`src/rtl/parallel2serial_if.sv`:
```
//----------------------------------------------------------------------------
// Module      : parallel2serial_if
// Description : Bus bundle for parallel2serial (start/snapshot in, serial out).
// Revision    : 1.0 - initial release
//----------------------------------------------------------------------------
`default_nettype none

interface parallel2serial_if #(
    parameter int WIDTH      = 32,
    parameter int N          = 4,
    parameter int ADDR_WIDTH = 4
) ();
    logic                  sta;
    logic [N*WIDTH-1:0]    P_in;
    logic [WIDTH-1:0]      data_out;
    logic [ADDR_WIDTH-1:0] addr_out;
    logic                  valid_out;
    logic                  busy;
    logic                  done_sig;

    modport master (
        output sta, P_in,
        input  data_out, addr_out, valid_out, busy, done_sig
    );

    modport slave (
        input  sta, P_in,
        output data_out, addr_out, valid_out, busy, done_sig
    );
endinterface

`default_nettype wire

```
`src/rtl/parallel2serial.sv`:
```
//----------------------------------------------------------------------------
// Module      : parallel2serial
// Description : Snapshots N words on sta and streams them out one per TIMES
//               clocks with an address tag, then pulses done_sig.
//               Optional macro P2S_PENDING_START_EN queues a start seen while busy.
// Revision    : 1.0 - initial release
//----------------------------------------------------------------------------
`default_nettype none

module parallel2serial #(
    parameter int WIDTH      = 32,
    parameter int N          = 4,
    parameter int ADDR_WIDTH = 4,
    parameter int TIMES      = 1,
    parameter int INI_ADDR   = 0
) (
    input  wire logic          clk,
    input  wire logic          rst,
    parallel2serial_if.slave   bus
);

    localparam int IDX_W  = (N > 1)     ? $clog2(N)     : 1;
    localparam int SLOT_W = (TIMES > 1) ? $clog2(TIMES) : 1;

    localparam logic [1:0] ST_IDLE = 2'd0;
    localparam logic [1:0] ST_SEND = 2'd1;
    localparam logic [1:0] ST_DONE = 2'd2;

    localparam logic [IDX_W-1:0]      C_LAST_IDX  = IDX_W'(N - 1);
    localparam logic [SLOT_W-1:0]     C_LAST_SLOT = SLOT_W'(TIMES - 1);
    localparam logic [ADDR_WIDTH-1:0] C_BASE_ADDR = ADDR_WIDTH'(INI_ADDR);

    logic [1:0]            state_q, state_d;
    logic [IDX_W-1:0]      idx_q, idx_d;
    logic [SLOT_W-1:0]     slot_q, slot_d;
    logic [N*WIDTH-1:0]    snap_q, snap_d;
    logic [WIDTH-1:0]      data_q, data_d;
    logic [ADDR_WIDTH-1:0] addr_q, addr_d;
    logic [IDX_W-1:0]      w_next_idx;
    logic                  w_start;
    logic                  w_pend;

    assign w_next_idx = idx_q + 1'b1;

    // State register
    always_ff @(posedge clk) begin
        if (rst) begin
            state_q <= ST_IDLE;
            idx_q   <= '0;
            slot_q  <= '0;
            snap_q  <= '0;
            data_q  <= '0;
            addr_q  <= '0;
        end else begin
            state_q <= state_d;
            idx_q   <= idx_d;
            slot_q  <= slot_d;
            snap_q  <= snap_d;
            data_q  <= data_d;
            addr_q  <= addr_d;
        end
    end

    // Next-state logic; data/addr are loaded one edge ahead of their valid cycle
    always_comb begin
        state_d = state_q;
        idx_d   = idx_q;
        slot_d  = slot_q;
        snap_d  = snap_q;
        data_d  = data_q;
        addr_d  = addr_q;
        w_start = 1'b0;

        case (state_q)
            ST_IDLE: begin
                w_start = bus.sta | w_pend;
            end
            ST_SEND: begin
                // The last word has no trailing slot cycles: go straight to DONE
                if (idx_q == C_LAST_IDX) begin
                    state_d = ST_DONE;
                end else if (slot_q == C_LAST_SLOT) begin
                    slot_d = '0;
                    idx_d  = w_next_idx;
                    data_d = snap_q[int'(w_next_idx)*WIDTH +: WIDTH];
                    addr_d = C_BASE_ADDR + ADDR_WIDTH'(w_next_idx);
                end else begin
                    slot_d = slot_q + 1'b1;
                end
            end
            ST_DONE: begin
                w_start = w_pend;
                state_d = ST_IDLE;
            end
            default: begin
                state_d = ST_IDLE;
            end
        endcase

        if (w_start) begin
            state_d = ST_SEND;
            snap_d  = bus.P_in;
            idx_d   = '0;
            slot_d  = '0;
            data_d  = bus.P_in[WIDTH-1:0];
            addr_d  = C_BASE_ADDR;
        end
    end

`ifdef P2S_PENDING_START_EN
    logic pend_q, pend_d;

    always_ff @(posedge clk) begin
        if (rst) begin
            pend_q <= 1'b0;
        end else begin
            pend_q <= pend_d;
        end
    end

    // A start consumed this edge absorbs any concurrent sta pulse
    always_comb begin
        pend_d = pend_q;
        if (w_start) begin
            pend_d = 1'b0;
        end else if (bus.sta && (state_q != ST_IDLE)) begin
            pend_d = 1'b1;
        end
    end

    assign w_pend = pend_q;
`else
    assign w_pend = 1'b0;
`endif

    // Output logic
    always_comb begin
        bus.valid_out = (state_q == ST_SEND) && (slot_q == '0);
        bus.busy      = (state_q != ST_IDLE);
        bus.done_sig  = (state_q == ST_DONE);
        bus.data_out  = data_q;
        bus.addr_out  = addr_q;
    end

endmodule

`default_nettype wire
```
`src/flat_wrapper.sv`:
```
// flat-port wrapper written by rule: the top's interface ports become plain ports
module parallel2serial_flat 
#(
    parameter int WIDTH      = 32,
    parameter int N          = 4,
    parameter int ADDR_WIDTH = 4,
    parameter int TIMES      = 1,
    parameter int INI_ADDR   = 0
)
  (clk, rst, bus_sta, bus_P_in, bus_data_out, bus_addr_out, bus_valid_out, bus_busy, bus_done_sig);
  parallel2serial_if #(.WIDTH(WIDTH), .N(N), .ADDR_WIDTH(ADDR_WIDTH)) bus_i ();
  input  wire logic clk;
  input  wire logic rst;
  input wire logic [$bits(bus_i.sta)-1:0] bus_sta;
  input wire logic [$bits(bus_i.P_in)-1:0] bus_P_in;
  output wire logic [$bits(bus_i.data_out)-1:0] bus_data_out;
  output wire logic [$bits(bus_i.addr_out)-1:0] bus_addr_out;
  output wire logic [$bits(bus_i.valid_out)-1:0] bus_valid_out;
  output wire logic [$bits(bus_i.busy)-1:0] bus_busy;
  output wire logic [$bits(bus_i.done_sig)-1:0] bus_done_sig;
  assign bus_i.sta = bus_sta;
  assign bus_i.P_in = bus_P_in;
  assign bus_data_out = bus_i.data_out;
  assign bus_addr_out = bus_i.addr_out;
  assign bus_valid_out = bus_i.valid_out;
  assign bus_busy = bus_i.busy;
  assign bus_done_sig = bus_i.done_sig;
  parallel2serial #(.WIDTH(WIDTH), .N(N), .ADDR_WIDTH(ADDR_WIDTH), .TIMES(TIMES), .INI_ADDR(INI_ADDR)) u_core (.clk(clk), .rst(rst), .bus(bus_i));
endmodule
```
`config.mk`:
```
export PLATFORM = sky130hd
export DESIGN_NAME = parallel2serial_flat
export DESIGN_NICKNAME = d
export VERILOG_FILES = /design/src/rtl/parallel2serial_if.sv /design/src/rtl/parallel2serial.sv /design/src/flat_wrapper.sv
export SDC_FILE = /design/constraint.sdc
export NUM_CORES = 1
export LEC_CHECK = 0
export ABC_AREA = 1
export BUFFER_PORTS_ARGS = -buffer_cell sky130_fd_sc_hd__clkbuf_2
export CAP_MARGIN = 30
export CORE_AREA = 4 4 132 134
export DETAILED_ROUTE_END_ITERATION = 8
export DIE_AREA = 0 0 136 138
export GPL_TIMING_DRIVEN = 0
export PLACE_DENSITY = 0.68
export SLEW_MARGIN = 5
export SYNTH_ARGS = -nofsm -noshare
export SYNTH_HDL_FRONTEND = slang
export SYNTH_SLANG_ARGS = --single-unit
```
`constraint.sdc`:
```
create_clock -name clk -period 1.6 [get_ports clk]
set_input_delay 0.24 -clock clk [delete_from_list [all_inputs] [get_ports clk]]
set_output_delay 0.24 -clock clk [all_outputs]
set_load 0.005 [all_outputs]
```
Word level (Yosys, flattened, before mapping)
Cells that the tools add are included.

cells by class
  add/subtract/negate cells = 2
  eq/ne operators = 8
  shifts and indexed selects = 1
  muxes and demuxes = 9
  bitwise operators = 3
  reduce and logical (&&, ||, !) cells = 10

operator list
  operator               number
  $mux W32               4
  $shiftx A128 B8 Y32    1
  $ne A2 B1 Y1 const B   3
  $reduce_and A2 Y1      3
  $reduce_and A3 Y1      2
  $eq A2 B2 Y1 const B   2
  $pmux W2 S2            1
  $reduce_bool A2 Y1     2
  $mux W1                3
  $ne A3 B1 Y1 const B   1
  $not A1 Y1             3
  $add A2 B1 Y2 const B  1
  $eq A2 B1 Y1 const B   1
  $logic_not A2 Y1       1
  $mux W2                1
  $ne A2 B2 Y1 const B   1
  $reduce_or A2 Y1       1
  $add A1 B1 Y1 const B  1
  $logic_and A1 B1 Y1    1

storage, ports and cells
  bits in registers = 165

Longest topological paths before layout
Gate-level depths: netlist of run 1.

  word-level depth = 6
  mapped depth = 8
  depth with buffers taken out = 7

Least setup slack after synthesis of run 1
OpenSTA, ideal clock, no wires.

  path type = flip-flop to flip-flop
  start point = reg u_core.idx_q[0]
  end point = reg u_core.data_q[18], in the netlist u_core.bus.data_out[18]
  arrival = 1.387 ns
  required time = 1.530 ns
  setup slack = 0.143 ns
  stages on the path, launching flop included = 8
  path buffers = 2
  clock period less this slack = 1.457 ns
  cells stage by stage = dfxtp_1 ha_1 clkbuf_1 clkbuf_1 nand3_1 nand2_1 nand2_1 a21oi_1

between the ends
  longest elaborated chain between the ends = 6
  elaborated cells between the ends (all ways) = 9
  those cells by class = add/sub (1); eq/ne (2); shift (1); mux (4); reduce/logical (1)

ends and longest elaborated chain
  item                      line                    RTL
  start: declaration        parallel2serial.sv:34   logic [IDX_W-1:0] idx_q, idx_d;
  start signal: assignment  parallel2serial.sv:56   idx_q <= idx_d;
  $add A2 B1 Y2             parallel2serial.sv:43   assign w_next_idx = idx_q + 1'b1;
  net u_core.w_next_idx[1]  parallel2serial.sv:39   logic [IDX_W-1:0] w_next_idx;
  $shiftx A128 B8 Y32       parallel2serial.sv:85   data_d = snap_q[int'(w_next_idx)*WIDTH +: WIDTH];
  $mux W32                  parallel2serial.sv:82   end else if (slot_q == C_LAST_SLOT) begin
  $mux W32                  parallel2serial.sv:80   if (idx_q == C_LAST_IDX) begin
  $mux W32                  parallel2serial.sv:74   case (state_q)
  $mux W32                  parallel2serial.sv:100  if (w_start) begin
  end signal: assignment    parallel2serial.sv:59   data_q <= data_d;
  end: declaration          parallel2serial.sv:37   logic [WIDTH-1:0] data_q, data_d;

The timed path passes the listed nets, and every way through them passes these cells. The select of a mux whose other input is x is not followed.
A chain may end at the register's enable or synchronous reset.

Worst setup path after layout of run 1
  start point = reg u_core.state_q[0]
  end point = reg u_core.snap_q[80]

between the ends
  longest elaborated chain between the ends = 2

ends and longest elaborated chain
  item                      line                   RTL
  start: declaration        parallel2serial.sv:33  logic [1:0] state_q, state_d;
  start signal: assignment  parallel2serial.sv:55  state_q <= state_d;
  $logic_not A2 Y1          parallel2serial.sv:74
  $mux W1                   parallel2serial.sv:74
  end signal: assignment    parallel2serial.sv:58  snap_q <= snap_d;
  end: declaration          parallel2serial.sv:36  logic [N*WIDTH-1:0] snap_q, snap_d;

Every way passes these cells.

==> flow_summary.json, run 1 <==
{
  "outcome": "finished, final reports clean",
  "fin_cells": 1456,
  "ys_seq_elements": 164,
  "h-tree-depth": 4,
  "dieArea_mm2": 0.0188,
  "first_pass_iters": 5,
  "ir_drop_mv": 0.825,
  "port_buffers": 165,
  "grt_antenna_before_repair": 0,
  "layout_common_cells": "228 x nand2_1, 178 x clkbuf_2, 163 x dfxtp_1, 136 x inv_1, 131 x a21oi_1",
  "dpl.cell_count": 1424,
  "worst-r2r-setup-slack_ns": 0.08,
  "syn_area_per_cell_um2": 6.98,
  "fin_tns_setup_ns": 0,
  "setup_viol": 0,
  "critPathLaunchType": "flop",
  "drc": 0,
  "period_needed_ns": 1.52,
  "pwr-share-seq": 0.426,
  "dieHeight_um": 138,
  "ios": 170,
  "comb_power_share": 0.174,
  "p_int_uw": 7740,
  "rr_startpoint": "u_core.state_q[0]$_SDFFE_PP0P_",
  "r2r-end": "u_core.snap_q[80]$_SDFFE_PP0P_",
  "cts.sinks": 164,
  "hold_viol": 0,
  "wl_per_cell_um": 15.9,
  "cts_tree": "built",
  "min_from": "bus_P_in[114]",
  "ys_warn_count": 0,
  "place_ws_ns": -0.377,
  "area_delta_synth_final_pct": 24.7,
  "finalCritPeriodShare": 0.947,
  "drt_iter0_drc": 618,
  "cts_root_buf": "clkbuf_16",
  "r2r_cells": 6,
  "fmax_mhz": 660,
  "post-dp-hpwl_um": 16800,
  "clock_path_buffers": 2,
  "clock_latency_ns": 0.44,
  "first_global_vias": 6981,
  "cts.clk_slew.worst_paths_ns": 0.06,
  "relSlewSlack": 0.574,
  "synth.distinct_cells": 21,
  "diodes": 0,
  "die_w_um": 136,
  "initial_core_util": 0.445,
  "synthCells": 1038,
  "p_per_area_mw_per_mm2": 1190,
  "switchingPower_uw": 2980,
  "worstPathRequired_ns": 1.91,
  "hold_depth": 3,
  "worstMarginPinSlew_ns": 0.640,
  "end_kind": "flop",
  "cap_violations": 0,
  "vias": 7376,
  "rows": 47,
  "cts_buffers": 17,
  "viasPerCell": 5.07,
  "critPathKind": "reg -> reg",
  "core_area_mm2": 0.0163,
  "fin_ws_ns": 0.0842,
  "grt_pass1_wl_um": 36200,
  "slew_violations": 0,
  "rsz0062_at_grt": "true",
  "hold_buffers": 0,
  "syn_area_mm2": 0.00724,
  "grt_overflow_total": 0,
  "finClkSkew_ns": 0.00971,
  "sw_frac_of_total": 0.278,
  "ys_seq_area_frac": 0.453,
  "hp-class": "in -> reg",
  "final_nets": 1355,
  "crit_fanout": 10,
  "leakagePower_uw": 0.00441,
  "grt_max_degree": 17,
  "layout-drive-gt1-share": 0.239,
  "ant_nets": 0,
  "grt_usage": 0.244,
  "final_common_cell": "nand2_1",
  "p_clk_frac": 0.400,
  "wl_um": 23200,
  "arrival_ns": 1.82,
  "hold_path_end": "u_core.snap_q[114]$_SDFFE_PP0P_",
  "gp_congestion": 0.850
}
[worst max-delay path by stage]
stage                              startpoint                                   end  slack, ns  cells past startpoint
3_5_place_dp     u_core.idx_q[0]$_SDFFE_PP0P_   u_core.bus.data_out[7]$_SDFFE_PP0P_      -0.38                      7
5_1_grt          u_core.idx_q[1]$_SDFFE_PP0P_   u_core.bus.data_out[7]$_SDFFE_PP0P_      -0.02                      7
6_report       u_core.state_q[0]$_SDFFE_PP0P_        u_core.snap_q[80]$_SDFFE_PP0P_       0.08                      6
4_1_cts          u_core.idx_q[0]$_SDFFE_PP0P_  u_core.bus.data_out[19]$_SDFFE_PP0P_     -0.003                      7
3_3_place_gp     u_core.idx_q[0]$_SDFFE_PP0P_   u_core.bus.data_out[6]$_SDFFE_PP0P_      -0.36                      7
2_1_floorplan    u_core.idx_q[0]$_SDFFE_PP0P_  u_core.bus.data_out[18]$_SDFFE_PP0P_       0.14                      7
[synthesized netlist by cell type, drive strengths merged]
cell    count  area [µm²]
inv       167         627
nand2     230         882
nor3        1        5.00
nor2        2        15.0
o21ai     128         641
a21oi     131         656
buf        57         330
nand3      99         495
o22ai      32         200
conb        1        3.75
ha          1        12.5
dfxtp     164        3280
clkbuf     25        93.8
[flip-flops by register name, summed over array words and instances (netlist names)]
signal and flops:
u_core.state_q 2, u_core.bus.data_out 32, u_core.snap_q 128, u_core.idx_q 2
[power by group through the flow]
stage	Sequential, µW	Clock [µW]	Combinational [µW]
2_1_floorplan	4630	0	1170
3_3_place_gp	4650	0	1800
3_5_place_dp	4650	0	1820
4_1_cts	4560	4320	1860
5_1_grt	4590	4510	2100
6_report	4570	4290	1870
[worst max-delay path, cell delays in order (launching register included)]
cell and delay, ns:
dfxtp_1 0.36, nor2_4 0.14, nand2_1 0.08, buf_4 0.18, clkbuf_2 0.21, o21ai_0 0.34, a21oi_1 0.08
[layout make-up]
| class | count | area [µm²] |
|---|---|---|
| plain buffers | 80 | 467 |
| multi-input cells | 626 | 2920 |
| fillers | 1679 | 7260 |
| clock inverters | 14 | 186 |
| clock buffers | 18 | 429 |
| well taps | 220 | 275 |
| flip-flops and latches | 164 | 3280 |
| repair buffers | 167 | 841 |
| inverters | 167 | 627 |
[layer usage]
metal,vias up,global-route usage,routed length [µm]
met5,-,0,0
met4,0,0.0817,505
met3,36,0.0465,1480
met2,250,0.392,10700
met1,3391,0.331,10500
li1,3699,-,-
[through the flow]
stage | cell area, µm² | power [µW] | hold WS, ns | util
3_3_place_gp | 8350 | 6450 | 0.438 | 0.513
6_report | 9030 | 10700 | 0.0695 | 0.554
3_5_place_dp | 8350 | 6480 | 0.444 | 0.513
4_1_cts | 9010 | 10700 | 0.0668 | 0.553
2_1_floorplan | 7250 | 5800 | 0.414 | -
5_1_grt | 9030 | 11200 | 0.0864 | 0.554
[cells by family (layout without fill, tap and decap cells)]
logic type      count (synthesis)  after routing  share of synthesized area
other cells                     1              2                   0.000518
compound gates                291            291                      0.207
flops                         164            164                      0.453
buf+inv                       249            446                      0.145
fa+ha+maj                       1              1                    0.00173
simple gates                  332            332                      0.193
[what timing repair did]
action	in CTS	in global routing
gates cloned	0	0
endpoints found under the setup margin	35	78
gates resized for setup	16	17
buffers inserted	2	0
pin swaps	1	0
hold endpoints to repair	0	0
(Power assumes the default switching activity.)
==> run 2: changes to the inputs <==
==> constraint.sdc (replaced) <==
create_clock -name clk -period 1.59 [get_ports clk]
set_input_delay 0.2385 -clock clk [delete_from_list [all_inputs] [get_ports clk]]
set_output_delay 0.2385 -clock clk [all_outputs]
set_load 0.005 [all_outputs]
==> run 2 against run 1 <==
Net effect:
- largest power group unchanged
- maximum frequency grew 0.49%
- non-clock buffer count stayed put
- design area did not move
- clock skew about the same
- global-route usage unchanged
- critical path depth unchanged
- critical path type unchanged
- largest cell class unchanged
==> flow_summary.json, run 2 (synthesized netlist as in run 1, its figures left out) <==
{
  "dieHeight_um": 138,
  "fin_tns_setup_ns": 0,
  "relSlewSlack": 0.586,
  "cts_root_buf": "clkbuf_16",
  "nFillCells": 1679,
  "dieArea_mm2": 0.0188,
  "grt_pass1_wl_um": 36200,
  "ios": 170,
  "final_nets": 1355,
  "leakagePower_uw": 0.00441,
  "diodes": 0,
  "layout-drive-gt1-share": 0.239,
  "h-tree-depth": 4,
  "cts_buffers": 17,
  "final_util": 0.554,
  "first_pass_iters": 5,
  "wl_per_cell_um": 15.9,
  "slew_violations": 0,
  "grt_max_degree": 17,
  "period_needed_ns": 1.51,
  "regMostFlops": "u_core.snap_q",
  "first_global_vias": 6981,
  "gp_congestion": 0.850,
  "crit_fanout": 10,
  "cts_tree": "built",
  "grt_antenna_before_repair": 0,
  "hold_viol": 0,
  "largest_reg_flops": 128,
  "clock_path_buffers": 2,
  "rsz0062_at_grt": "true",
  "initial_core_util": 0.445,
  "critPathKind": "reg -> reg",
  "cts.clk_slew.worst_paths_ns": 0.06,
  "critPathLaunchType": "flop",
  "place_ws_ns": -0.387,
  "ant_nets": 0,
  "ir_drop_mv": 0.830,
  "final_common_cell": "nand2_1",
  "worstPathRequired_ns": 1.90,
  "outcome": "finished, final reports clean",
  "setup_viol": 0,
  "area_delta_synth_final_pct": 24.7,
  "post-dp-hpwl_um": 16800,
  "fin_ws_ns": 0.0816,
  "fmax_mhz": 663,
  "worstMarginPinSlew_ns": 0.621,
  "clock_latency_ns": 0.44,
  "hold_buffers": 0,
  "core_area_mm2": 0.0163,
  "drc": 0,
  "grt_overflow_total": 0,
  "vias": 7396,
  "cap_violations": 0,
  "port_buffers": 165,
  "rows": 47,
  "layout_common_cells": "228 x nand2_1, 176 x clkbuf_2, 163 x dfxtp_1, 136 x inv_1, 131 x a21oi_1",
  "end_kind": "flop",
  "viasPerCell": 5.08,
  "arrival_ns": 1.82,
  "p_per_area_mw_per_mm2": 1200,
  "post_dp_cell_area_mm2": 0.00835,
  "finClkSkew_ns": 0.00975,
  "hp-class": "in -> reg",
  "wl_um": 23200,
  "finalCritPeriodShare": 0.949,
  "die_w_um": 136,
  "p_total_uw": 10800,
  "grt_usage": 0.244,
  "drt_iter0_drc": 612,
  "cts.sinks": 164,
  "postLayoutCellArea_mm2": 0.00903
}
## run 2: final timing paths
kind | startpoint | to | slack, ns | cells past startpoint
worst max-delay path | u_core.state_q[0]$_SDFFE_PP0P_ | u_core.snap_q[80]$_SDFFE_PP0P_ | 0.08 | 6
worst min-delay path | bus_P_in[114] | u_core.snap_q[114]$_SDFFE_PP0P_ | 0.07 | 3
worst max register to register | u_core.state_q[0]$_SDFFE_PP0P_ | u_core.snap_q[80]$_SDFFE_PP0P_ | 0.08 | 6
worst min register to register | u_core.snap_q[67]$_SDFFE_PP0P_ | u_core.snap_q[67]$_SDFFE_PP0P_ | 0.45 | 2
## run 2: report_power, final
group          total, µW  internal [µW]  switching, µW
logic               1880            711           1170
clock network       4320           2610           1700
registers           4600           4470            128
## run 2: repair_timing
item / in CTS / in global routing
setup buffers: 2 / 0
pin swaps: 1 / 0
endpoints found under the setup margin: 39 / 66
resized for setup: 19 / 14
## run 2: stage by stage
step / hold WS [ns] / std cells
CTS: 0.0653 / 1457
detailed placement: 0.444 / 1424
finish: 0.0683 / 1456
global route: 0.0849 / 1456
floorplan: 0.412 / 1039
global placement: 0.438 / 1424
## run 2: worst max-delay path: stages (launching register included)
cell,delay (ns)
dfxtp_1,0.36
nor2_4,0.14
nand2_1,0.08
buf_4,0.18
clkbuf_2,0.21
o21ai_0,0.33
a21oi_1,0.08
## run 2: metal layers
metal | share of wire | GRT usage | routed length (µm)
met1 | 0.45 | 0.331 | 10400
met2 | 0.46 | 0.392 | 10700
met3 | 0.066 | 0.0465 | 1540
met4 | 0.022 | 0.0817 | 505
met5 | 0 | 0 | 0
## run 2: layout make-up
cell class              count  area [µm²]  area share
well taps                 220         275      0.0305
clock inverters            14         186      0.0206
plain buffers              80         467      0.0517
clock buffers              18         429      0.0475
repair buffers            167         841      0.0931
flip-flops and latches    164        3280       0.364
inverters                 167         627      0.0694
multi-input cells         626        2920       0.323
==> run 3: changes to the inputs <==
--- a/config.mk
+++ b/config.mk
@@ -8,11 +8,11 @@
 export ABC_AREA = 1
 export BUFFER_PORTS_ARGS = -buffer_cell sky130_fd_sc_hd__clkbuf_2
 export CAP_MARGIN = 30
-export CORE_AREA = 4 4 132 134
+export CORE_AREA = 4 4 121 123
 export DETAILED_ROUTE_END_ITERATION = 8
-export DIE_AREA = 0 0 136 138
+export DIE_AREA = 0 0 125 127
 export GPL_TIMING_DRIVEN = 0
-export PLACE_DENSITY = 0.68
+export PLACE_DENSITY = 0.79
 export SLEW_MARGIN = 5
 export SYNTH_ARGS = -nofsm -noshare
 export SYNTH_HDL_FRONTEND = slang
==> run 3 against run 2 <==
Net effect:
- worst setup slack worse by 0.039 ns
- routed wire length down 4.6%
- sequential power about the same
- largest cell class unchanged
- highest routed layer unchanged
==> flow_summary.json, run 3 (synthesized netlist as in run 1, its figures left out) <==
{
  "outcome": "finished, final reports clean",
  "fin_tns_setup_ns": 0,
  "worst-r2r-setup-slack_ns": 0.06,
  "ir_drop_mv": 0.828,
  "r2r-end": "u_core.bus.data_out[23]$_SDFFE_PP0P_",
  "wl_per_cell_um": 15.6,
  "clock_path_buffers": 2,
  "cts_root_buf": "clkbuf_16",
  "grt_pass1_wl_um": 35700,
  "ant_nets": 0,
  "critPathLaunchType": "flop",
  "timing.hold.ws_ns": 0.0870,
  "port_buffers": 165,
  "viasPerCell": 5.32,
  "grt_overflow_total": 0,
  "die_w_um": 125,
  "wl_um": 22100,
  "leakagePower_uw": 0.00439,
  "use_met3": 0.0577,
  "cts_buffers": 17,
  "dieArea_mm2": 0.0159,
  "drc": 0,
  "grtUsageMet2": 0.442,
  "largest_reg_flops": 128,
  "initial_core_util": 0.530,
  "first_global_vias": 7175,
  "grt_busiest_layer": "met2",
  "hold_viol": 0,
  "nFillCells": 1257,
  "diodes": 0,
  "final_nets": 1356,
  "first_pass_iters": 8,
  "setup_viol": 0,
  "area_delta_synth_final_pct": 23.1,
  "worstPathRequired_ns": 1.35,
  "end_kind": "primary output",
  "dieHeight_um": 127,
  "period_needed_ns": 1.55,
  "cts.sinks": 164,
  "crit_fanout": 10,
  "grt_usage": 0.279,
  "clock_latency_ns": 0.42,
  "min_from": "bus_P_in[120]",
  "fmax_mhz": 646,
  "final_common_cell": "nand2_1",
  "hold_buffers": 0,
  "cap_violations": 0,
  "rsz0062_at_grt": "true",
  "core_area_mm2": 0.0137,
  "rows": 43,
  "p_per_area_mw_per_mm2": 1150,
  "cts_tree": "built",
  "gr-usage-met1": 0.374,
  "relSlewSlack": 0.603,
  "hold_path_end": "u_core.snap_q[120]$_SDFFE_PP0P_",
  "layout_common_cells": "228 x nand2_1, 177 x clkbuf_2, 163 x dfxtp_1, 136 x inv_1, 131 x a21oi_1",
  "regMostFlops": "u_core.snap_q",
  "r2r_cells": 8,
  "ios": 170,
  "arrival_ns": 1.31,
  "grt_antenna_before_repair": 0,
  "rr_startpoint": "u_core.idx_q[1]$_SDFFE_PP0P_",
  "cts.clk_slew.worst_paths_ns": 0.06,
  "worstMarginPinSlew_ns": 0.596,
  "finClkSkew_ns": 0.00712,
  "finalCritPeriodShare": 0.973,
  "hp-class": "in -> reg",
  "critPathKind": "reg -> out",
  "h-tree-depth": 4,
  "vias": 7524,
  "post-dp-hpwl_um": 16100,
  "grt_max_degree": 17,
  "hold_depth": 3,
  "slew_violations": 0,
  "layout-drive-gt1-share": 0.236,
  "gp_congestion": 0.898,
  "drt_iter0_drc": 860
}
## run 3: where the power goes
part,internal [µW],switching (µW)
sequential,4470,129
combinational,715,1160
clock,2240,1560
total,7420,2850
## run 3: how the worst max path moves through the flow
stage                                   startpoint                                    to  cells after the start
finish              u_core.state_q[0]$_SDFFE_PP0P_                              bus_busy                      4
global route          u_core.idx_q[1]$_SDFFE_PP0P_  u_core.bus.data_out[14]$_SDFFE_PP0P_                      7
CTS                   u_core.idx_q[0]$_SDFFE_PP0P_  u_core.bus.data_out[18]$_SDFFE_PP0P_                      6
detailed placement    u_core.idx_q[0]$_SDFFE_PP0P_   u_core.bus.data_out[0]$_SDFFE_PP0P_                      7
global placement      u_core.idx_q[0]$_SDFFE_PP0P_   u_core.bus.data_out[0]$_SDFFE_PP0P_                      7
floorplan             u_core.idx_q[0]$_SDFFE_PP0P_  u_core.bus.data_out[18]$_SDFFE_PP0P_                      7
## run 3: per-layer routing
metal	up-vias	wire [µm]
met5	-	0
met4	0	607
met3	57	2000
met2	381	10100
met1	3394	9370
li1	3692	-
## run 3: timing repair
| item | CTS | global route |
|---|---|---|
| pin swaps | 1 | 0 |
| resized for setup | 13 | 25 |
| setup buffers | 3 | 0 |
| setup endpoints to repair | 37 | 80 |
| hold endpoints to repair | 0 | 0 |
## run 3: through the flow
stage | worst slack (ns) | instances | utilization | power (µW) | instance area, µm²
2_1_floorplan | 0.133 | 1039 | - | 5830 | 7250
3_3_place_gp | -0.338 | 1384 | 0.607 | 6450 | 8300
3_5_place_dp | -0.342 | 1384 | 0.607 | 6490 | 8300
4_1_cts | 0.00155 | 1415 | 0.650 | 10300 | 8880
5_1_grt | -0.0293 | 1414 | 0.652 | 10700 | 8920
6_report | 0.0430 | 1414 | 0.652 | 10300 | 8920
## run 3: final cells by class
type / instances / area, µm² / share of cell area
Buffer: 80 / 464 / 0.0521
Clock buffer: 23 / 478 / 0.0536
Clock inverter: 6 / 55.1 / 0.00617
Inverter: 167 / 629 / 0.0706
Multi-Input combinational cell: 626 / 2930 / 0.329
Sequential cell: 164 / 3280 / 0.368
Tap cell: 180 / 225 / 0.0253
Timing Repair Buffer: 168 / 848 / 0.0951
## run 3: critical path: stages (launching register included)
cell,delay [ns]
dfxtp_1,0.36
nor2_4,0.14
buf_4,0.19
inv_1,0.08
clkbuf_2,0.11
